==> src/rtl/sram_like_axi_bridge_pkg.sv <==
// Shared definitions for the sram-like bridge and adapters: FSM states, size codes,
// AXI ID/burst constants and the write-strobe helper.
package sram_like_axi_bridge_pkg;

  typedef enum logic [2:0] {
    IDLE    = 3'd0,
    RD_ADDR = 3'd1,
    RD_DATA = 3'd2,
    WR_ADDR = 3'd3,
    WR_RESP = 3'd4
  } state_e;

  localparam logic [1:0] SIZE_BYTE = 2'd0;
  localparam logic [1:0] SIZE_HALF = 2'd1;
  localparam logic [1:0] SIZE_WORD = 2'd2;

  localparam logic       PORT_INST  = 1'b0;
  localparam logic       PORT_DATA  = 1'b1;
  localparam logic [3:0] ID_INST    = 4'd0;
  localparam logic [3:0] ID_DATA    = 4'd1;
  localparam logic [1:0] BURST_INCR = 2'b01;

  function automatic logic [3:0] size_to_wstrb(input logic [1:0] size, input logic [1:0] addr_lo);
    logic [3:0] strb;
    case (size)
      SIZE_BYTE: strb = 4'b0001 << addr_lo;
      SIZE_HALF: strb = addr_lo[1] ? 4'b1100 : 4'b0011;
      default:   strb = 4'b1111;
    endcase
    return strb;
  endfunction

endpackage

==> src/rtl/sram_like_arbiter.sv <==
// Fixed-priority grant (data over inst) and request latch; addr_ok is combinational
// from req while the bridge is idle, so a non-idle bridge simply holds off both masters.
module sram_like_arbiter (
  input  logic        clk,
  input  logic        resetn,
  input  logic        idle,
  input  logic        inst_req,
  input  logic        inst_wr,
  input  logic [1:0]  inst_size,
  input  logic [31:0] inst_addr,
  input  logic [31:0] inst_wdata,
  input  logic        data_req,
  input  logic        data_wr,
  input  logic [1:0]  data_size,
  input  logic [31:0] data_addr,
  input  logic [31:0] data_wdata,
  output logic        inst_addr_ok,
  output logic        data_addr_ok,
  output logic        grant,
  output logic        grant_wr,
  output logic        req_port,
  output logic        req_wr,
  output logic [1:0]  req_size,
  output logic [31:0] req_addr,
  output logic [31:0] req_wdata
);
  import sram_like_axi_bridge_pkg::*;

  logic        port_q, port_d;
  logic        wr_q, wr_d;
  logic [1:0]  size_q, size_d;
  logic [31:0] addr_q, addr_d;
  logic [31:0] wdata_q, wdata_d;

  always_comb begin
    data_addr_ok = idle && data_req;
    inst_addr_ok = idle && inst_req && !data_req;
    grant        = data_addr_ok || inst_addr_ok;
    grant_wr     = data_req ? data_wr : inst_wr;
    port_d  = port_q;
    wr_d    = wr_q;
    size_d  = size_q;
    addr_d  = addr_q;
    wdata_d = wdata_q;
    if (data_addr_ok) begin
      port_d  = PORT_DATA;
      wr_d    = data_wr;
      size_d  = data_size;
      addr_d  = data_addr;
      wdata_d = data_wdata;
    end else if (inst_addr_ok) begin
      port_d  = PORT_INST;
      wr_d    = inst_wr;
      size_d  = inst_size;
      addr_d  = inst_addr;
      wdata_d = inst_wdata;
    end
  end

  always_ff @(posedge clk or negedge resetn) begin
    if (!resetn) begin
      port_q  <= 1'b0;
      wr_q    <= 1'b0;
      size_q  <= 2'd0;
      addr_q  <= 32'd0;
      wdata_q <= 32'd0;
    end else begin
      port_q  <= port_d;
      wr_q    <= wr_d;
      size_q  <= size_d;
      addr_q  <= addr_d;
      wdata_q <= wdata_d;
    end
  end

  assign req_port  = port_q;
  assign req_wr    = wr_q;
  assign req_size  = size_q;
  assign req_addr  = addr_q;
  assign req_wdata = wdata_q;

endmodule

==> src/rtl/sram_like_axi_bridge.sv <==
// Two sram-like slave ports to one AXI3 master, one transaction in flight; data_ok two
// cycles after addr_ok at best, AXI valids and payload held until their ready.
module sram_like_axi_bridge (
  input  logic        clk,
  input  logic        resetn,
  input  logic        inst_req,
  input  logic        inst_wr,
  input  logic [1:0]  inst_size,
  input  logic [31:0] inst_addr,
  input  logic [31:0] inst_wdata,
  output logic        inst_addr_ok,
  output logic        inst_data_ok,
  output logic [31:0] inst_rdata,
  input  logic        data_req,
  input  logic        data_wr,
  input  logic [1:0]  data_size,
  input  logic [31:0] data_addr,
  input  logic [31:0] data_wdata,
  output logic        data_addr_ok,
  output logic        data_data_ok,
  output logic [31:0] data_rdata,
  output logic [3:0]  arid,
  output logic [31:0] araddr,
  output logic [7:0]  arlen,
  output logic [2:0]  arsize,
  output logic [1:0]  arburst,
  output logic [1:0]  arlock,
  output logic [3:0]  arcache,
  output logic [2:0]  arprot,
  output logic        arvalid,
  input  logic        arready,
  input  logic [3:0]  rid,
  input  logic [31:0] rdata,
  input  logic [1:0]  rresp,
  input  logic        rlast,
  input  logic        rvalid,
  output logic        rready,
  output logic [3:0]  awid,
  output logic [31:0] awaddr,
  output logic [7:0]  awlen,
  output logic [2:0]  awsize,
  output logic [1:0]  awburst,
  output logic [1:0]  awlock,
  output logic [3:0]  awcache,
  output logic [2:0]  awprot,
  output logic        awvalid,
  input  logic        awready,
  output logic [3:0]  wid,
  output logic [31:0] wdata,
  output logic [3:0]  wstrb,
  output logic        wlast,
  output logic        wvalid,
  input  logic        wready,
  input  logic [3:0]  bid,
  input  logic [1:0]  bresp,
  input  logic        bvalid,
  output logic        bready
);
  import sram_like_axi_bridge_pkg::*;

  state_e      state_q, state_d;
  logic        aw_done_q, aw_done_d;
  logic        w_done_q, w_done_d;
  logic        idle, grant, grant_wr, done;
  logic        req_port, req_wr;
  logic [1:0]  req_size;
  logic [31:0] req_addr, req_wdata;
  logic [3:0]  req_id;
  logic        unused_ok;

  // Gated by resetn so no addr_ok escapes while reset is held.
  assign idle = (state_q == IDLE) && resetn;

  sram_like_arbiter u_arb (
    .clk(clk), .resetn(resetn), .idle(idle),
    .inst_req(inst_req), .inst_wr(inst_wr), .inst_size(inst_size),
    .inst_addr(inst_addr), .inst_wdata(inst_wdata),
    .data_req(data_req), .data_wr(data_wr), .data_size(data_size),
    .data_addr(data_addr), .data_wdata(data_wdata),
    .inst_addr_ok(inst_addr_ok), .data_addr_ok(data_addr_ok),
    .grant(grant), .grant_wr(grant_wr),
    .req_port(req_port), .req_wr(req_wr), .req_size(req_size),
    .req_addr(req_addr), .req_wdata(req_wdata)
  );

  always_comb begin
    state_d   = state_q;
    aw_done_d = aw_done_q;
    w_done_d  = w_done_q;
    arvalid   = 1'b0;
    rready    = 1'b0;
    awvalid   = 1'b0;
    wvalid    = 1'b0;
    bready    = 1'b0;
    done      = 1'b0;
    case (state_q)
      IDLE: begin
        aw_done_d = 1'b0;
        w_done_d  = 1'b0;
        if (grant) state_d = grant_wr ? WR_ADDR : RD_ADDR;
      end
      RD_ADDR: begin
        arvalid = 1'b1;
        if (arready) state_d = RD_DATA;
      end
      RD_DATA: begin
        rready = 1'b1;
        if (rvalid) begin
          done    = 1'b1;
          state_d = IDLE;
        end
      end
      WR_ADDR: begin
        awvalid = !aw_done_q;
        wvalid  = !w_done_q;
        if (awready) aw_done_d = 1'b1;
        if (wready)  w_done_d  = 1'b1;
        if ((aw_done_q || awready) && (w_done_q || wready)) state_d = WR_RESP;
      end
      WR_RESP: begin
        bready = 1'b1;
        if (bvalid) begin
          done    = 1'b1;
          state_d = IDLE;
        end
      end
      default: state_d = IDLE;
    endcase
  end

  always_ff @(posedge clk or negedge resetn) begin
    if (!resetn) begin
      state_q   <= IDLE;
      aw_done_q <= 1'b0;
      w_done_q  <= 1'b0;
    end else begin
      state_q   <= state_d;
      aw_done_q <= aw_done_d;
      w_done_q  <= w_done_d;
    end
  end

  assign inst_data_ok = done && (req_port == PORT_INST);
  assign data_data_ok = done && (req_port == PORT_DATA);
  assign inst_rdata   = rdata;
  assign data_rdata   = rdata;

  assign req_id  = (req_port == PORT_DATA) ? ID_DATA : ID_INST;
  assign arid    = req_id;
  assign araddr  = req_addr;
  assign arsize  = {1'b0, req_size};
  assign arlen   = 8'd0;
  assign arburst = BURST_INCR;
  assign arlock  = 2'd0;
  assign arcache = 4'd0;
  assign arprot  = 3'd0;
  assign awid    = req_id;
  assign awaddr  = req_addr;
  assign awsize  = {1'b0, req_size};
  assign awlen   = 8'd0;
  assign awburst = BURST_INCR;
  assign awlock  = 2'd0;
  assign awcache = 4'd0;
  assign awprot  = 3'd0;
  assign wid     = req_id;
  assign wdata   = req_wdata;
  assign wstrb   = size_to_wstrb(req_size, req_addr[1:0]);
  assign wlast   = 1'b1;

  // Single-beat, non-pipelined: response IDs/status and rlast carry no extra information.
  assign unused_ok = ^{rid, rresp, rlast, bid, bresp, req_wr};

endmodule

==> config.mk <==
export PLATFORM = sky130hd
export DESIGN_NAME = sram_like_axi_bridge
export DESIGN_NICKNAME = d
export VERILOG_FILES = /design/src/rtl/sram_like_axi_bridge_pkg.sv /design/src/rtl/sram_like_arbiter.sv /design/src/rtl/sram_like_axi_bridge.sv
export SDC_FILE = /design/constraint.sdc
export NUM_CORES = 1
export LEC_CHECK = 0
export ABC_AREA = 1
export BUFFER_PORTS_ARGS = -buffer_cell sky130_fd_sc_hd__buf_2
export CAP_MARGIN = 20
export CORE_AREA = 2 2 163 165
export CTS_CLUSTER_DIAMETER = 80
export CTS_CLUSTER_SIZE = 16
export DETAILED_ROUTE_END_ITERATION = 8
export DIE_AREA = 0 0 165 167
export HOLD_SLACK_MARGIN = 0.12
export SLEW_MARGIN = 20
export SYNTH_ARGS = -nofsm -noshare
export SYNTH_HDL_FRONTEND = slang
export SYNTH_SLANG_ARGS = --single-unit
==> constraint.sdc <==
create_clock -name clk -period 1.32 [get_ports clk]
set_input_delay 0.132 -clock clk [delete_from_list [all_inputs] [get_ports clk]]
set_output_delay 0.132 -clock clk [all_outputs]
set_load 0.02 [all_outputs]
==> flow_summary_export.csv <==
group,metric,value,unit
run_status,status,"finished with violations",
run_status,violations,"setup timing",
sta,min_period,1.67,ns
sta,clock_skew,0.00921,ns
clock_tree,cts_inserted_buffers,9,
sta,slew_violations,0,
sta,finalHoldViolCount,0,
critical_path,worst-endpoint-arrival,1.54,ns
yosys,synth_top_flop_cell,"dfrtp_1",
power,cellPowerDensity,1860,nW/um2
critical_path,reg2reg_slack,-0.33,ns
critical_path,worstSetupPathType,"reg -> out",
place,dp_cells,1156,
critical_path,crit_path_start_kind,"flip-flop",
finish,area_growth,71.3,%
critical_path,crit_path_end_kind,"output pin",
power,p_sw_share,46.6,%
floorplanning,chipWidth,165,um
power,p_leak,0.00517,uW
detailed_routing,dr.pass1.iters,4,
place,dpl.hpwl,11500,um
yosys,syn_area,5500,um2
yosys,yosysTopAreaCellShare,32.8,%
critical_path,crit_start,"state_q[0]$_DFFE_PN0P_",
critical_path,r2r_end,"u_arb.req_addr[2]$_DFFE_PN0P_",
sta,setup_ws,-0.354,ns
global_route,grt_pass1_wl,29800,um
finish,fin_nets,1189,
detailed_routing,via_per_inst,4.13,
power,p_switching,8160,uW
detailed_routing,wl_per_cell,16.0,um
power,ir_drop,995,uV
finish,fill_cells,2478,
global_route,grt_max_degree,44,
yosys,syn_inst,658,
clock_tree,cts_tree,"yes",
global_route,antenna_found_initial,0,
power,p_comb_share,62.3,%
yosys,syn_area_per_cell,8.36,um2
critical_path,crit_fanout,4,
yosys,synth.largest_area_cell,"dfrtp_1",
critical_path,rr_startpoint,"state_q[2]$_DFFE_PN0P_",
sta,fmaxAchievable,597,MHz
global_route,grt_usage,14.2,%
global_route,first_global_vias,5578,
yosys,yosysWarnings,0,
finish,layout_commonest_cell,"buf_2",
yosys,synth_area_leaders,"dfrtp_1, buf_4, o211ai_2, nand2_1, nand3_1",
min_path,hold_class,"in -> reg",
floorplanning,core,25800,um2
detailed_routing,vias,5535,
yosys,synth_edf_count,0,
floorplanning,fp-row-count,59,
critical_path,crit_end,"data_data_ok",
finish,diodes,0,
power,power.total,17500,uW
clock_tree,root_buffer,"clkbuf_16",
clock_tree,clk_pin_slew,0.07,ns
global_route,grt_overflow,0,
finish,drive_above_1_share,52.7,%
place,place_congestion,0.790,
yosys,synth.distinct_cells,24,
clock_tree,cts_sinks,72,
sta,setup_viol,82,
sta,whs,0.132,ns
detailed_routing,drtIter0Drc,261,
sta,fin_crit_sh,127,%
finish,final_cell_count_no_fill,1341,
finish,multiInputGateArea,2520,um2
floorplanning,io_pins,418,
floorplanning,die_h,167,um
yosys,async_flop_share,100,%
power,p_int,9360,uW
sta,rsz0062_at_grt,"yes",
floorplanning,initial_core_util,21.3,%
floorplanning,die-area,27600,um2
critical_path,rr_worst_depth,9,
detailed_routing,ant_nets,0,
power,p_clk_share,13.7,%
clock_tree,clk_path_buf_depth,2,
sta,fin_setup_tns,-20.64,ns
yosys,ys_ff_latch,72,
power,power_frac_seq,24.0,%
finish,ff_latch_area,1810,um2
finish,final_cell_mix,"buf_2, nand2_1, dlygate4sd3_1",
detailed_routing,drc,0,
yosys,yosysSeqAreaShare,32.8,%
job,drv_cap,0,
critical_path,critPathRequiredTime,1.19,ns
place,io_buffers,258,
clock_tree,cts-htree-levels,3,
clock_tree,clk_latency,0.34,ns
detailed_routing,drt-total-wl,21400,um
worst min-delay path by stage:
| stage | start | end | slack [ns] | cells past startpoint |
|---|---|---|---|---|
| floorplan | resetn | aw_done_q$_DFFE_PN0P_ | -0.16 | 0 |
| global placement | resetn | state_q[1]$_DFFE_PN0P_ | 0.15 | 2 |
| detailed placement | resetn | state_q[0]$_DFFE_PN0P_ | 0.14 | 2 |
| CTS | inst_addr[27] | u_arb.req_addr[27]$_DFFE_PN0P_ | 0.12 | 5 |
| global route | inst_wdata[16] | u_arb.req_wdata[16]$_DFFE_PN0P_ | 0.13 | 5 |
| finish | inst_wdata[14] | u_arb.req_wdata[14]$_DFFE_PN0P_ | 0.13 | 5 |
stage by stage:
| step | setup slack (ns) | cell area (um2) | utilization [%] |
|---|---|---|---|
| after floorplan | -0.0529 | 5720 | - |
| after global placement | -0.186 | 6420 | 24.9 |
| after detailed placement | -0.227 | 6420 | 24.9 |
| after CTS | -0.381 | 9090 | 35.3 |
| after global routing | -0.433 | 9420 | 36.6 |
| final | -0.354 | 9420 | 36.6 |
synth_stat cells, types with 5 or more instances:
cell and number:
buf_2 12, nor2_1 11, buf_4 156, o21ai_0 5, nand2_1 141, inv_1 81
inv_2 5, o211ai_2 65, nand3_1 73, dfrtp_1 72, buf_12 5, buf_6 10
sequential cells by signal, indices dropped and copies added (netlist names):
name             count
aw_done_q            1
u_arb.req_size       2
u_arb.req_addr      32
state_q              3
w_done_q             1
u_arb.req_port       1
u_arb.req_wdata     32
cell type report:
class,count,share of cell area [%]
Inverter,88,3.69
Clock inverter,6,0.452
Multi-Input combinational cell,359,26.8
Sequential cell,72,19.2
Tap cell,335,4.45
Timing Repair Buffer,471,42.9
Clock buffer,10,2.54
cells by family after synthesis:
kind of cell | after synthesis | synth area share (%)
buf+inv | 275 | 32.5
simple gates | 233 | 18.7
compound gates | 76 | 15.9
flops | 72 | 32.8
other cells | 2 | 0.137
critical path: stages (launching register included):
cell and delay [ns]:
dfrtp_1 0.39, inv_2 0.10, buf_6 0.13, nand3_4 0.07, o22ai_2 0.16, inv_2 0.07, nor2_1 0.11, buf_4 0.16
power groups by stage:
stage	Combinational [uW]	Sequential, uW	Clock, uW
finish	10900	4210	2400
global route	11600	4330	2600
CTS	10200	4130	2500
detailed placement	7880	4060	0
global placement	7800	4050	0
floorplan	5010	5140	0
repair_timing:
| item | 4_1_cts | 5_1_grt |
|---|---|---|
| buffers inserted | 30 | 7 |
| hold endpoints to repair | 97 | 0 |
| hold buffers | 114 | 0 |
| cloned | 17 | 6 |
| gates resized for setup | 138 | 58 |
| setup endpoints to repair | 83 | 125 |
| pin swaps | 22 | 24 |
metal layers:
metal  routed length [um]  vias up  share of wire (%)  GRT usage, %
met2                11300      210                 53          26.1
met4                  645        0                3.0          6.16
li1                     -     2607                  -             -
met3                 1060       49                5.0          2.86
met1                 8360     2669                 39          15.7
met5                    0        -                  0             0
Note: power is estimated with default switching activity, not from simulation.
